## src/rtl/fma16_pkg.sv

```systemverilog
// Shared types and constants for the fma16 request arbiter.
package fma16_pkg;

    // Operation control bits carried alongside the operands.
    typedef struct packed {
        logic mul;
        logic add;
        logic negp;
        logic negz;
    } fma_op_t;

    typedef enum logic [1:0] {IDLE, ISSUE, WAIT, RESP} arb_state_t;

    // Bit positions inside the 4-bit {invalid,overflow,underflow,inexact} flag word.
    localparam int FLAG_INVALID   = 3;
    localparam int FLAG_OVERFLOW  = 2;
    localparam int FLAG_UNDERFLOW = 1;
    localparam int FLAG_INEXACT   = 0;

    localparam logic [15:0] QNAN16 = 16'h7E00;
    localparam logic [1:0]  RM_RNE = 2'b00;

    // A timed-out op reports a quiet NaN with only the invalid flag raised.
    localparam logic [3:0] TIMEOUT_FLAGS = 4'(1) << FLAG_INVALID;

endpackage

```

## src/rtl/rr_arbiter.sv

```systemverilog
// Combinational round-robin pick: first asserted request at or after ptr, wrapping.
module rr_arbiter #(
    parameter int NREQ = 2
) (
    input  logic [NREQ-1:0]         req,
    input  logic [$clog2(NREQ)-1:0] ptr,
    output logic [NREQ-1:0]         gnt,
    output logic [$clog2(NREQ)-1:0] idx,
    output logic                    any
);
    localparam int IW = $clog2(NREQ);

    logic [IW:0] cand;

    // Walk the requesters starting at ptr; the first hit wins.
    always_comb begin
        gnt  = '0;
        idx  = '0;
        any  = 1'b0;
        cand = '0;
        for (int k = 0; k < NREQ; k++) begin
            cand = {1'b0, ptr} + (IW+1)'(k);
            if (cand >= (IW+1)'(NREQ)) cand = cand - (IW+1)'(NREQ);
            if (!any && req[cand[IW-1:0]]) begin
                any = 1'b1;
                idx = cand[IW-1:0];
            end
        end
        if (any) gnt[idx] = 1'b1;
    end

endmodule

```

## src/rtl/fma16_arb.sv

```systemverilog
// Round-robin front end sharing one multi-cycle fma16 datapath between NREQ clients.
module fma16_arb
    import fma16_pkg::*;
#(
    parameter int NREQ    = 2,
    parameter int TIMEOUT = 15
) (
    input  logic                    clk,
    input  logic                    reset_n,
    input  logic [NREQ-1:0]         req_valid,
    output logic [NREQ-1:0]         req_ready,
    input  logic [NREQ*16-1:0]      req_x,
    input  logic [NREQ*16-1:0]      req_y,
    input  logic [NREQ*16-1:0]      req_z,
    input  logic [NREQ*4-1:0]       req_op,
    input  logic [1:0]              rm,
    output logic                    fma_start,
    output logic [15:0]             fma_x,
    output logic [15:0]             fma_y,
    output logic [15:0]             fma_z,
    output logic [3:0]              fma_op,
    output logic [1:0]              fma_rm,
    input  logic                    fma_done,
    input  logic [15:0]             fma_result,
    input  logic [3:0]              fma_flags,
    output logic                    rsp_valid,
    input  logic                    rsp_ready,
    output logic [$clog2(NREQ)-1:0] rsp_id,
    output logic [15:0]             rsp_result,
    output logic [3:0]              rsp_flags,
    output logic                    rsp_err,
    output logic [NREQ*4-1:0]       flags_acc,
    input  logic [NREQ-1:0]         flags_clr
);
    localparam int IW = $clog2(NREQ);

    arb_state_t             state, state_n;
    logic [NREQ-1:0]        gnt;
    logic [IW-1:0]          gidx, ptr, id_q;
    logic                   any, accept, hs, expire;
    logic [7:0]             cnt;
    fma_op_t                op_q;
    logic [NREQ-1:0][3:0]   acc;

    rr_arbiter #(.NREQ(NREQ)) u_rr (
        .req (req_valid),
        .ptr (ptr),
        .gnt (gnt),
        .idx (gidx),
        .any (any)
    );

    // Counter value is the number of completed WAIT cycles minus one, so the
    // forced response lands TIMEOUT cycles after the start pulse (at least one
    // WAIT cycle is always spent, even for TIMEOUT == 1).
    assign expire    = ({1'b0, cnt} + 9'd1) >= 9'(TIMEOUT - 1);
    assign rsp_valid = (state == RESP);
    assign rsp_id    = id_q;
    assign fma_op    = op_q;
    assign flags_acc = acc;

    // State register.
    always_ff @(posedge clk or negedge reset_n) begin
        if (!reset_n) state <= IDLE;
        else          state <= state_n;
    end

    // Next state plus the accept/start/handshake strobes. Accept is masked by
    // reset so no grant leaks out while the block is held in reset.
    always_comb begin
        state_n   = state;
        req_ready = '0;
        fma_start = 1'b0;
        accept    = 1'b0;
        hs        = 1'b0;
        case (state)
            IDLE: if (any && reset_n) begin
                req_ready = gnt;
                accept    = 1'b1;
                state_n   = ISSUE;
            end
            ISSUE: begin
                fma_start = 1'b1;
                state_n   = WAIT;
            end
            WAIT: if (fma_done || expire) state_n = RESP;
            RESP: if (rsp_ready) begin
                hs      = 1'b1;
                state_n = IDLE;
            end
            default: state_n = IDLE;
        endcase
    end

    // Operand capture, wait counter, response latch and rr pointer update.
    always_ff @(posedge clk or negedge reset_n) begin
        if (!reset_n) begin
            fma_x      <= '0;
            fma_y      <= '0;
            fma_z      <= '0;
            op_q       <= '0;
            fma_rm     <= RM_RNE;
            id_q       <= '0;
            ptr        <= '0;
            cnt        <= '0;
            rsp_result <= '0;
            rsp_flags  <= '0;
            rsp_err    <= 1'b0;
        end else begin
            if (accept) begin
                fma_x  <= req_x[16*gidx +: 16];
                fma_y  <= req_y[16*gidx +: 16];
                fma_z  <= req_z[16*gidx +: 16];
                op_q   <= fma_op_t'(req_op[4*gidx +: 4]);
                fma_rm <= rm;
                id_q   <= gidx;
            end
            if (state == ISSUE)     cnt <= '0;
            else if (state == WAIT) cnt <= cnt + 8'd1;
            if (state == WAIT) begin
                if (fma_done) begin
                    rsp_result <= fma_result;
                    rsp_flags  <= fma_flags;
                    rsp_err    <= 1'b0;
                end else if (expire) begin
                    rsp_result <= QNAN16;
                    rsp_flags  <= TIMEOUT_FLAGS;
                    rsp_err    <= 1'b1;
                end
            end
            if (hs) ptr <= (id_q == IW'(NREQ - 1)) ? '0 : id_q + IW'(1);
        end
    end

    // Per-requester sticky flags; a clear in the same cycle beats the set.
    always_ff @(posedge clk or negedge reset_n) begin
        if (!reset_n) begin
            acc <= '0;
        end else begin
            for (int i = 0; i < NREQ; i++) begin
                if (flags_clr[i])                 acc[i] <= '0;
                else if (hs && id_q == IW'(i))    acc[i] <= acc[i] | rsp_flags;
            end
        end
    end

endmodule
```

## config.mk

```make
export PLATFORM = sky130hd
export DESIGN_NAME = fma16_arb
export DESIGN_NICKNAME = d
export VERILOG_FILES = /design/src/rtl/fma16_pkg.sv /design/src/rtl/rr_arbiter.sv /design/src/rtl/fma16_arb.sv
export SDC_FILE = /design/constraint.sdc
export NUM_CORES = 1
export LEC_CHECK = 0
export ABC_CLOCK_PERIOD_IN_PS = 2000
export BUFFER_PORTS_ARGS = -buffer_cell sky130_fd_sc_hd__buf_2
export CAP_MARGIN = 20
export CORE_AREA = 2 2 106 108
export DETAILED_ROUTE_END_ITERATION = 8
export DIE_AREA = 0 0 108 110
export MAX_ROUTING_LAYER = met4
export PLACE_DENSITY = 0.75
export SYNTH_ARGS = -nofsm -noshare
export SYNTH_HDL_FRONTEND = slang
export SYNTH_HIERARCHICAL = 1
export SYNTH_SLANG_ARGS = --single-unit
```

## constraint.sdc

```tcl
create_clock -name clk -period 2 [get_ports clk]
set_input_delay 0.4 -clock clk [delete_from_list [all_inputs] [get_ports clk]]
set_output_delay 0.4 -clock clk [all_outputs]
set_load 0.01 [all_outputs]
```

==> summary.txt <==
STA
  – Clock Skew: 14.6 ps
  – Final Cycle Share: 101%
  – Worst slew pin tran: 497 ps
  – RSZ-0062 raised after global routing: true
  – Hold Vio Cnt, Final: 0
  – Slew margin rel.: 66.9%
  – Fin crit period: 2020 ps
  – Final setup fails: 1
  – Fmax: 494 MHz
  – Final Max Tran Viols: 0
  – Setup WS post-layout: -23.8 ps
  – Setup TNS: -23.8 ps

Clocking
  – Post-CTS Hold Buffers: 0
  – # clock sinks: 95
  – Clk buf depth: 2
  – Clock transition at path regs: 100 ps
  – Clock Latency Late Sink: 350 ps
  – CTS tree: built
  – Total CTS buffers: 9
  – Cell at the root of the clock tree: clkbuf_8
  – Htree depth: 3

Pwr
  – Power density over cell area: 1410 nW/µm²
  – Maximum VDD drop: 0.000796 V
  – Tot Pwr: 8420 µW
  – Pleak: 0.00315 µW

Global routing
  – Largest net degree at the start of global routing: 96
  – Vias in the first global route: 3683
  – Congestion Overflow GR: 0
  – Global-route wire length before repair: 17300 µm
  – GRT Overall Usage: 18.9%
  – Initial antenna violation count: 0

Floorplan
  – Core footprint: 10700 µm²
  – DIE AREA: 11900 µm²
  – Die Ht: 110 µm
  – Die width: 108 µm
  – Starting Density: 40.2%
  – # rows: 38
  – I/O pin count: 222

Worst setup path
  – Reg2reg end: state[1]$_DFFE_PN0P_
  – CP endpoint kind: flop
  – Critical Path Source Type: flop
  – Worst EP required: 2250 ps
  – R2R setup slack: -20 ps
  – Kind of critical path: flop to flop
  – Crit path max fanout: 3
  – Reg2Reg Depth: 7
  – Crit path DAT: 2270 ps
  – Worst r2r src: cnt[1]$_DFFE_PN0P_

Route
  – Initial detailed-routing violation count: 190
  – WL/cell: 14.5 µm
  – Vias: 3774
  – Drt pass-1 iters: 4
  – Post-route ant nets: 0
  – Vias per cell: 4.93
  – Residual DRC: 0
  – WL final: 11100 µm

Finish
  – Nets: 761
  – Layout cells sized above 1: 43.9%
  – Post-Layout Cell Count: 766
  – Reg area: 2380 µm²
  – Area Overhead vs Synth: 38.8%
  – Final Util: 55.8%
  – Multi-input logic area: 1880 µm²
  – Fill cells: 935
  – Commonest non-fill, non-tap cell in the layout: buf_2
  – Commonest cells after routing, fill and taps aside: 220 x buf_2, 94 x dfrtp_1, 55 x nand2_1
  – # diodes: 0

Yosys
  – Syn avg cell area: 10.9 µm²
  – Post-synth EDFFs: 0
  – Seq/Total Area, Yosys: 55.3%
  – Mapped Cells: 396
  – Net Count, Synth: 536
  – Yosys warns: 6
  – Netlist cell types: 43
  – Synth Cell Area: 4300 µm²
  – Yosys reg bits: 95
  – Post-synth ARST share: 100%
  – Main synth FF type: dfrtp_1

Place
  – GP Congestion: 0.825
  – Dpl ws: -72.0 ps
  – Port Buffers: 221
  – DP Cell Count: 747
  – Detailed-placement wirelength estimate: 8200 µm

Run
  – Total of max-cap violations: 0

Hold path
  – Hold crit path type: input port to asynchronous set/reset pin

Status
  – Run status: finished, violations left
  – Failing checks: negative setup slack
sequential cells by signal, indices dropped and copies added, names as in the netlist, 4 cells and up:
signal and cells:
fma_y 16, fma_z 16, fma_op 4, flags_acc 8
rsp_result 16, rsp_flags 4, fma_x 16, cnt 8
worst max-delay path by stage:
stage                                  start                    to  cells after the start
after floorplan           cnt[0]$_DFFE_PN0P_  state[1]$_DFFE_PN0P_                      6
after global placement    cnt[0]$_DFFE_PN0P_  state[1]$_DFFE_PN0P_                      6
after detailed placement  cnt[0]$_DFFE_PN0P_  state[1]$_DFFE_PN0P_                      6
after CTS                 cnt[1]$_DFFE_PN0P_  state[1]$_DFFE_PN0P_                      7
after global routing      cnt[1]$_DFFE_PN0P_  state[1]$_DFFE_PN0P_                      7
final                     cnt[1]$_DFFE_PN0P_  state[1]$_DFFE_PN0P_                      7
repair_timing:
action,in CTS,in global routing
cloned,0,0
hold endpoints to repair,0,0
gates resized for setup,6,6
pin swaps,6,6
endpoints found under the setup margin,1,22
setup buffers,3,1
critical path, cell delays in order (launching register included):
cell and delay [ps]:
dfrtp_1 440, inv_2 100, ha_4 210, nand2b_4 70, a221oi_2 60, or3_4 420
a311oi_2 280, mux2_4 330
synth_stat cells, drive strengths merged (2+ instances only):
master   n  area [µm²]
o21a     2        15.0
nand4    3        18.8
o22ai    6        37.5
o21ai   53         265
buf      7        36.3
ha       6        75.1
a22o    13         114
nor3b    2        15.0
a21oi    7        35.0
mux2     5        56.3
a21boi   5        41.3
clkbuf  15        56.3
nor2b    2        12.5
inv     13        48.8
nand2   55         206
dfrtp   95        2380
xor2     2        17.5
o22a     7        61.3
nand3    4        20.0
nor2    20        75.1
and3     5        41.3
mux2i   54         541
or3      2        17.5
kinds of logic after synthesis:
| kind of cell | synth area share (%) |
|---|---|
| compound gates | 15.1 |
| xor+xnor | 0.611 |
| fa+ha+maj | 1.75 |
| buf+inv | 3.29 |
| flops | 55.3 |
| mux | 13.9 |
| simple gates | 10.2 |
metrics by stage:
step | cell area (µm²) | hold WS [ps]
2_1_floorplan | 4300 | 104
3_3_place_gp | 5660 | 459
3_5_place_dp | 5660 | 465
4_1_cts | 5930 | 138
5_1_grt | 5970 | 138
6_report | 5970 | 122
power by group:
group | internal [µW] | switching, µW
sequential | 2730 | 538
combinational | 1780 | 2000
clock | 707 | 672
total | 5220 | 3210
area by class of cell:
type,instances,area share (%)
tap,140,2.93
inverter,13,0.817
clock buffer,9,2.07
multi-input combinational,266,31.5
sequential,95,39.8
clock inverter,7,1.59
timing repair buffer,236,21.3
routing by layer:
metal  GRT usage, %  share of wire, %
met5              -                 0
met4           6.50               1.4
met3           3.88               6.3
met2           32.4                52
met1           22.4                40
(Power assumes the default switching activity.)
